## src/rtl/branch_predict_unit.sv

```systemverilog
// branch_predict_unit
//   IF-stage branch predictor: a direct-mapped BTB plus a table of
//   CTR_BITS-wide saturating counters. The counter table is indexed
//   bimodally (MODE=0) or gshare-style (MODE=1, index XOR history).
//   Lookups are combinational from registered state. Updates arrive
//   from the resolution stage and commit on the clock edge when
//   upd_en && !freeze. Mispredict and correct_pc go to the hazard unit.
//
// Ports
//   CLK, nRST           clock (rising edge), async active-low reset
//   freeze              pipeline stall, blocks all state updates
//   lookup_pc           IF-stage PC
//   predict_taken       predicted taken
//   predict_target      predicted target (lookup_pc+4 when not taken)
//   btb_hit             valid tag match for lookup_pc
//   lookup_ghr          history snapshot carried down the pipeline
//   upd_en              a branch resolved this cycle
//   upd_pc/upd_ghr      PC and lookup_ghr of that branch
//   upd_taken/target    actual outcome and taken target
//   upd_pred_taken/target  prediction that was made for it
//   mispredict          resolution disagrees with prediction
//   correct_pc          fetch redirect address
//   stat_branches       committed updates (only with BPRED_STATS_EN)
//   stat_mispredicts    committed mispredicted updates (BPRED_STATS_EN)
//
// Build option: define BPRED_STATS_EN to add the saturating statistics
// counters and their output ports.

module branch_predict_unit #(
    parameter int IDX_W    = 4,
    parameter int CTR_BITS = 2,
    parameter int GHR_W    = 4,
    parameter int MODE     = 0
) (
    input  logic              CLK,
    input  logic              nRST,
    input  logic              freeze,
    input  logic [31:0]       lookup_pc,
    output logic              predict_taken,
    output logic [31:0]       predict_target,
    output logic              btb_hit,
    output logic [GHR_W-1:0]  lookup_ghr,
    input  logic              upd_en,
    input  logic [31:0]       upd_pc,
    input  logic [GHR_W-1:0]  upd_ghr,
    input  logic              upd_taken,
    input  logic [31:0]       upd_target,
    input  logic              upd_pred_taken,
    input  logic [31:0]       upd_pred_target,
    output logic              mispredict,
    output logic [31:0]       correct_pc
`ifdef BPRED_STATS_EN
    ,
    output logic [31:0]       stat_branches,
    output logic [31:0]       stat_mispredicts
`endif
);

    localparam int ENTRIES = 1 << IDX_W;
    localparam int TAG_W   = 32 - IDX_W - 2;

    localparam logic [CTR_BITS-1:0] CTR_MAX = '1;
    localparam logic [CTR_BITS-1:0] CTR_WT  = CTR_BITS'(1 << (CTR_BITS - 1));
    localparam logic [CTR_BITS-1:0] CTR_WNT = CTR_BITS'((1 << (CTR_BITS - 1)) - 1);

    logic                valid_q  [ENTRIES];
    logic [TAG_W-1:0]    tag_q    [ENTRIES];
    logic [31:0]         target_q [ENTRIES];
    logic [CTR_BITS-1:0] ctr_q    [ENTRIES];
    logic [GHR_W-1:0]    ghr_q;

    logic [IDX_W-1:0] lk_idx, lk_cidx, up_idx, up_cidx;
    logic [TAG_W-1:0] lk_tag, up_tag;
    logic             up_hit;
    logic             commit;

    assign lk_idx = lookup_pc[IDX_W+1:2];
    assign lk_tag = lookup_pc[31:IDX_W+2];
    assign up_idx = upd_pc[IDX_W+1:2];
    assign up_tag = upd_pc[31:IDX_W+2];

    // gshare folds the (zero-extended) history into the counter index only;
    // the BTB is always indexed by PC.
    assign lk_cidx = (MODE == 1) ? (lk_idx ^ IDX_W'(ghr_q))   : lk_idx;
    assign up_cidx = (MODE == 1) ? (up_idx ^ IDX_W'(upd_ghr)) : up_idx;

    assign btb_hit        = valid_q[lk_idx] && (tag_q[lk_idx] == lk_tag);
    assign predict_taken  = btb_hit && ctr_q[lk_cidx][CTR_BITS-1];
    assign predict_target = predict_taken ? target_q[lk_idx] : lookup_pc + 32'd4;
    assign lookup_ghr     = ghr_q;

    assign up_hit = valid_q[up_idx] && (tag_q[up_idx] == up_tag);
    assign commit = upd_en && !freeze;

    assign mispredict = upd_en && ((upd_taken != upd_pred_taken) ||
                                   (upd_taken && (upd_target != upd_pred_target)));
    assign correct_pc = upd_taken ? upd_target : upd_pc + 32'd4;

    always_ff @(posedge CLK or negedge nRST) begin
        if (!nRST) begin
            for (int i = 0; i < ENTRIES; i++) begin
                valid_q[i]  <= 1'b0;
                tag_q[i]    <= '0;
                target_q[i] <= '0;
                ctr_q[i]    <= CTR_WNT;
            end
            ghr_q <= '0;
        end else if (commit) begin
            if (upd_taken) begin
                valid_q[up_idx]  <= 1'b1;
                tag_q[up_idx]    <= up_tag;
                target_q[up_idx] <= upd_target;
                // A freshly allocated branch starts weakly taken rather than
                // inheriting whatever count the (possibly aliased) slot held.
                if (!up_hit)
                    ctr_q[up_cidx] <= CTR_WT;
                else if (ctr_q[up_cidx] != CTR_MAX)
                    ctr_q[up_cidx] <= ctr_q[up_cidx] + 1'b1;
            end else if (ctr_q[up_cidx] != '0) begin
                ctr_q[up_cidx] <= ctr_q[up_cidx] - 1'b1;
            end
            if (MODE == 1)
                ghr_q <= {ghr_q[GHR_W-2:0], upd_taken};
        end
    end

`ifdef BPRED_STATS_EN
    always_ff @(posedge CLK or negedge nRST) begin
        if (!nRST) begin
            stat_branches    <= '0;
            stat_mispredicts <= '0;
        end else if (commit) begin
            if (stat_branches != 32'hFFFF_FFFF)
                stat_branches <= stat_branches + 32'd1;
            if (mispredict && (stat_mispredicts != 32'hFFFF_FFFF))
                stat_mispredicts <= stat_mispredicts + 32'd1;
        end
    end
`endif

endmodule

```

## config.mk

```make
export PLATFORM = sky130hd
export DESIGN_NAME = branch_predict_unit
export DESIGN_NICKNAME = d
export VERILOG_FILES = /design/src/rtl/branch_predict_unit.sv
export SDC_FILE = /design/constraint.sdc
export NUM_CORES = 2
export LEC_CHECK = 0
export ABC_AREA = 1
export CORE_UTILIZATION = 64
export CTS_BUF_LIST = sky130_fd_sc_hd__clkbuf_8
export DETAILED_ROUTE_END_ITERATION = 16
export GPL_ROUTABILITY_DRIVEN = 0
export HOLD_SLACK_MARGIN = 0.05
export PLACE_DENSITY = 0.9
export SLEW_MARGIN = 20
export SYNTH_ARGS = -nofsm -noshare
export SYNTH_HDL_FRONTEND = slang
export SYNTH_SLANG_ARGS = --single-unit
```

## constraint.sdc

```tcl
create_clock -name CLK -period 3 [get_ports CLK]
set_input_delay 0.45 -clock CLK [delete_from_list [all_inputs] [get_ports CLK]]
set_output_delay 0.45 -clock CLK [all_outputs]
set_load 0.01 [all_outputs]
```

==> flow_results.org, run 1 <==
** Run status
- The run stopped with a tool error.
- The run ended at 5_1_grt.
- First error message :: [ERROR GRT-0232] Routing congestion too high. Check the congestion heatmap in the GUI.

** Die
- Chip width :: 291 µm
- Row generation in the floorplan step produced 105 rows.
- Num ports :: 209
- Initial Utilization :: 65.0%
- DIE HEIGHT :: 291 µm

** Synth
- Count of different cell masters after synthesis :: 51
- The cell count after synthesis came out at 7510.
- Most used DFF post-synth :: dfrtp_1
- In this run, synthesis inferred 0 flip-flops with an integrated enable.
- Number of register bits inferred by synthesis :: 976
- A synthesized cell averages 7.13 µm².
- Synthesis warning total :: 4
- After synthesis, the share of flip-flops with an asynchronous set or reset is 100%.
- Portion of the post-synthesis area used by sequential elements :: 45.7%
- Cell area after technology mapping :: 53500 µm²

** Placement
- In this run the cell area measured after placement is 62100 µm².
- Setup slack after placement :: -1.35 ns
- After legalization and detailed placement, the total HPWL measured 143000 µm.
- Buffers added on ports :: 200

** GRT
- Maximum number of pins on one net before global-route repair :: 145
- For this run, the total global-route usage over all layers was measured as 76.0%.
- Overflow left after global routing :: 588

** Clock network
- Clock root buffer :: clkbuf_8
- Sink count of the clock tree :: 976
- Number of clock buffers inserted by TritonCTS :: 160
- Number of buffers between clock root and the deepest sink :: 3
- In this run the number of H-tree levels came out at 4.

** STA
- Worst setup endpoint after the global-route repair_timing :: predict_target[6]
- After the last repair the worst path ends at a primary output.
-- cell families after synthesis --
| family | Yosys count | share of synthesized area [%] |
|---|---|---|
| xor gates and xnor gates | 56 | 0.916 |
| buffers and inverters | 1288 | 9.82 |
| and+or+nand+nor | 3113 | 23.4 |
| adders and majority gates | 7 | 0.164 |
| other | 1 | 0.00701 |
| DFF | 976 | 45.7 |
| AOI/OAI and AO/OA | 2069 | 20.1 |
-- per-layer routing --
metal | GRT overflow | global-route usage (%)
met4 | 203 | 73.0
met5 | 9 | 47.8
met3 | 40 | 67.2
met2 | 295 | 87.2
met1 | 41 | 75.8
-- per-stage QoR --
| stage | std cells | hold slack [ns] |
|---|---|---|
| 2_1_floorplan | 7513 | 0.154 |
| 4_1_cts | 9392 | 0.0843 |
| 3_3_place_gp | 9062 | 0.373 |
| 3_5_place_dp | 9062 | 0.384 |
-- synthesized netlist by cell type, types with 5 or more instances --
master / number / area (µm²)
nand2_1: 2259 / 8480
o21ai_0: 1506 / 7540
dfrtp_1: 960 / 24000
inv_1: 697 / 2620
nand3_1: 401 / 2010
a21oi_1: 384 / 1920
clkbuf_1: 364 / 1370
nor2_1: 364 / 1370
buf_2: 123 / 616
xor2_1: 51 / 447
buf_4: 44 / 330
o22ai_1: 40 / 250
o21ai_1: 38 / 190
o211ai_1: 36 / 270
buf_1: 32 / 120
o221ai_1: 30 / 263
nand4_1: 26 / 163
dfstp_2: 16 / 420
buf_6: 13 / 146
nor3_1: 12 / 60.1
inv_2: 11 / 41.3
a31o_2: 10 / 87.6
nor2_2: 10 / 62.6
ha_1: 7 / 87.6
nor3_2: 6 / 60.1
nor4_1: 6 / 37.5
nand3_2: 5 / 50.1
or2_2: 5 / 31.3
xnor2_1: 5 / 43.8
-- repair_timing --
item,CTS
endpoints found under the hold margin,534
resized for setup,428
pin swaps,57
endpoints found under the setup margin,61
gates cloned,3
hold buffers,1
setup buffers,54
==> run 2, diff against run 1 <==
--- a/config.mk
+++ b/config.mk
@@ -6,12 +6,10 @@
 export NUM_CORES = 2
 export LEC_CHECK = 0
 export ABC_AREA = 1
-export CORE_UTILIZATION = 64
-export CTS_BUF_LIST = sky130_fd_sc_hd__clkbuf_8
+export CORE_UTILIZATION = 40
 export DETAILED_ROUTE_END_ITERATION = 16
 export GPL_ROUTABILITY_DRIVEN = 0
-export HOLD_SLACK_MARGIN = 0.05
-export PLACE_DENSITY = 0.9
+export PLACE_DENSITY_LB_ADDON = 0.15
 export SLEW_MARGIN = 20
 export SYNTH_ARGS = -nofsm -noshare
 export SYNTH_HDL_FRONTEND = slang
==> run 2 against run 1 <==
Compared with the run above: the flow now finishes, with violations (setup timing); synthesized cell count is the same; area after synthesis is the same.
==> flow_results.org, run 2 <==
** Pwr
- Net switching is 30.6% of the power.
- Sequential fraction of design power :: 41.3%
- In this run the static leakage power is 33.7 nW.
- The clock network is responsible for 36.9% of the overall power.
- Combinational logic burns 21.8% of the power.
- Dividing total power by cell area gives a power density of 561 nW/µm².
- Net Switching :: 11.9 mW
- Summing internal, switching and leakage power gives 38.9 mW.
- Worst-case vdd ir drop :: 0.000507 V
- The internal power of the cells totals 26.9 mW.

** Synth
- Yosys instantiated no cell more often than nand2_1.
- Number of flops mapped to enable cells by yosys :: 0
- Synth Instances :: 7510
- During synthesis, Yosys emitted a total of 4 warnings.
- Cell accounting for the most synthesized area :: dfrtp_1
- Most used DFF post-synth :: dfrtp_1
- Fraction of synthesis flops using an asynchronous set or reset pin :: 100%
- Cell area after technology mapping :: 53500 µm²
- In this run the biggest area consumer among cell types represents 44.9% of the synthesized area.
- The share of the Yosys chip area taken by registers is 45.7%.
- Cell types with the highest counts after synthesis :: nand2_1, o21ai_0, dfrtp_1
- Top cells by area in the synthesized netlist :: dfrtp_1, nand2_1, o21ai_0
- Each instance of the synthesized netlist takes up on average 7.13 µm².
- Synthesis instantiated 51 different standard cells from the library.
- Number of register bits inferred by synthesis :: 976

** Clock network
- The tree is rooted in a clkbuf_16.
- CTS tree :: done
- H-tree depth :: 3
- The later pin in the worst-skew pair is clocked with a latency of 0.76 ns.
- Number of buffers between clock root and the deepest sink :: 3
- Clk slew on worst S/H paths :: 0.06 ns
- Number of clock buffers inserted by TritonCTS :: 111
- Sink count of the clock tree :: 976

** Final layout
- The register with the most flip-flops in the layout has 512 of them.
- Antenna fix cells :: 0
- Share of final-layout standard cells stronger than drive strength 1 :: 18.3%
- In the layout the commonest cells are nand2_1, o21ai_0, dfrtp_1, buf_4, inv_1.
- The layout has 12.8k filler cells.
- Cells fill 52.4% of the core in the end.
- Summing all multi-input logic gate instances after layout gives 24800 µm².
- The register with the most flip-flops in the final layout is target_q.
- With fillers left out, the area of the finished cells amounts to 69300 µm².
- Excluding fillers, the count of instances in the completed layout stands at 10.1k.
- The sequential cells in the finished layout cover a total of 24400 µm².
- From synthesis to final layout, the design area changed by 29.4%.
- The final layout contains 8434 nets.
- Most common cell after layout, fill and taps aside :: nand2_1
- The largest registers in the layout are target_q: 512 flops, tag_q: 416 flops, ctr_q: 32 flops.

** Drt
- WL/cell :: 23.0 µm
- Via Count :: 55.8k
- For this block, the initial DRC count from the detailed router was 6915.
- For this block, the routed nets add up to 233000 µm of wire.
- Via density :: 5.51
- The first TritonRoute pass finished after 8 iterations.
- Routed Antenna Nets :: 0
- # DRC :: 0

** Setup path
- Walking the worst path, the cells encountered are inv_1 -> a21oi_1 -> o21ai_0 -> nand2_1 -> nand2_1 -> nand2_1 -> inv_2 -> nand2_1 -> nand2_1 -> nand2_1 -> nor2_1 -> nand3_1 -> nor2_1 -> nand2_1 -> nor2_4 -> buf_12 -> nand2_8 -> buf_16 -> buf_8 -> o21ai_2 -> buf_2.
- The cell that appears most often on the critical path is nand2_1.
- The slowest stage of the critical path belongs to the cell dfrtp_1.
- The critical path is of the register to primary output type.
- Tracing the worst setup path back leads to its startpoint at tag_q[63]$_DFFE_PN0P_.
- STA classifies the critical path startpoint as a register.
- Max FO, Critical Path :: 5
- The largest single stage delay on the critical path is 0.35 ns.
- CP Capture Type :: primary output
- Data on the critical path is required at its endpoint by 2.55 ns.
- The startpoint identified for the worst register-to-register timing path is tag_q[59]$_DFFE_PN0P_.
- STA puts the critical path data arrival time at 3.34 ns.

** Placement
- Buffers added on ports :: 200
- After detailed placement, the design holds a cell count of 9866.
- After legalization and detailed placement, the total HPWL measured 157000 µm.
- Post-placement cell area :: 63900 µm²
- Setup slack after placement :: -1.41 ns

** Worst hold path
- The tightest min-delay check is of the input pin to async pin type.

** Die
- Num ports :: 209
- The initial utilization of the core area, before any placement, comes to 40.5%.
- Area of the die :: 135000 µm²
- The core region is 132000 µm².
- After floorplanning, the core was divided into 133 placement rows.
- From left edge to right edge, the die measures 368 µm.
- DIE HEIGHT :: 368 µm

** STA
- Setup violations remaining at the end of the flow were counted as 43.
- Maximum clock skew at final layout :: 0.0621 ns
- Clock period minus worst slack :: 3.79 ns
- Across all hold checks on the routed design, the worst slack comes to 0.219 ns.
- The final count of hold timing violations came to 0.
- At the pin with the least slew margin, the transition time is 0.896 ns.
- Worst path setup slack after routing :: -0.788 ns
- Top achievable clock speed :: 264 MHz
- Rel. slew slack :: 40.3%
- Number of pins with negative max-slew slack in the final report :: 0
- After layout, the worst path uses 126% of the clock period.
- RSZ-0062 raised after global routing :: yes
- Setup total negative slack on the finished layout was measured at -26.03 ns.

** GRT
- Global routing consumed, on the met2 layer, 49.9% of the routing resources.
- Met1 demand-to-capacity share in global routing :: 47.1%
- Layer carrying the most global-route usage :: met2
- The first global-routing pass estimated 344000 µm of wire.
- Antenna violations before repair :: 7
- Global routing consumed, on the met3 layer, 7.32% of the routing resources.
- Maximum number of pins on one net before global-route repair :: 171
- Via count of the first global-routing pass :: 51.9k
- Overflow left after global routing :: 0
- Total global-route track usage :: 33.8%

** Flow run
- The tool flagged a number of max-cap violations equal to 0.

** Run status
- Status :: finished with violations
- Violations in the final reports :: setup timing
run 2: cell counts after synthesis:
Identical to the previous run, type by type.
run 2: critical path: cells and delay by family, from the launching register on:
| kind | cells | cell delay (ns) |
|---|---|---|
| buf+inv | 6 | 0.77 |
| compound gates | 3 | 0.25 |
| simple gates | 12 | 1.19 |
| flops | 1 | 0.35 |
run 2: logic make-up after synthesis:
logic type | count (synthesis) | synth area share, %
DFF | 976 | 45.7
adders and majority gates | 7 | 0.164
and+or+nand+nor | 3113 | 23.4
other | 1 | 0.00701
AOI/OAI and AO/OA | 2069 | 20.1
buffers and inverters | 1288 | 9.82
xor gates and xnor gates | 56 | 0.916
run 2: path summary, 6_finish.rpt:
path | endpoint | slack [ns] | cells after the start
max | predict_target[1] | -0.79 | 21
min | tag_q[202]$_DFFE_PN0P_ | 0.22 | 2
max reg2reg | ctr_q[5]$_DFFE_PN0P_ | 0.21 | 19
min reg2reg | valid_q[5]$_DFFE_PN0P_ | 0.47 | 2
max in group asynchronous | tag_q[276]$_DFFE_PN0P_ | 1.62 | 5
min in group CLK | tag_q[318]$_DFFE_PN0P_ | 0.24 | 4
run 2: repair_timing:
item                                   CTS  global route
setup buffers                           47            26
endpoints found under the hold margin   37             0
hold buffers                             1             0
setup endpoints to repair               92            88
pin swaps                               53            70
cloned                                   4             3
gates resized for setup                403           160
run 2: power groups by stage:
stage | Sequential (mW) | Clock [mW] | Combinational [mW]
after global routing | 16.2 | 15.0 | 9.38
after detailed placement | 16.2 | 0 | 8.18
after floorplan | 16.0 | 0 | 4.26
after global placement | 16.2 | 0 | 8.05
after CTS | 16.0 | 14.5 | 8.26
final | 16.0 | 14.3 | 8.48
run 2: per-layer routing:
| layer | vias up | wire length (µm) |
|---|---|---|
| met3 | 542 | 25100 |
| met1 | 26589 | 96500 |
| met4 | 8 | 12800 |
| li1 | 25783 | - |
| met2 | 2867 | 99000 |
| met5 | - | 40 |
run 2: area by class of cell:
class	count	area share, %
clock buffers	172	4.85
clock inverters	31	0.679
inverters	712	3.93
multi-input cells	5250	35.9
flip-flops and latches	976	35.3
well taps	1755	3.17
repair buffers	1237	16.2
repair inverters	1	0.0163
(Power assumes the default switching activity.)
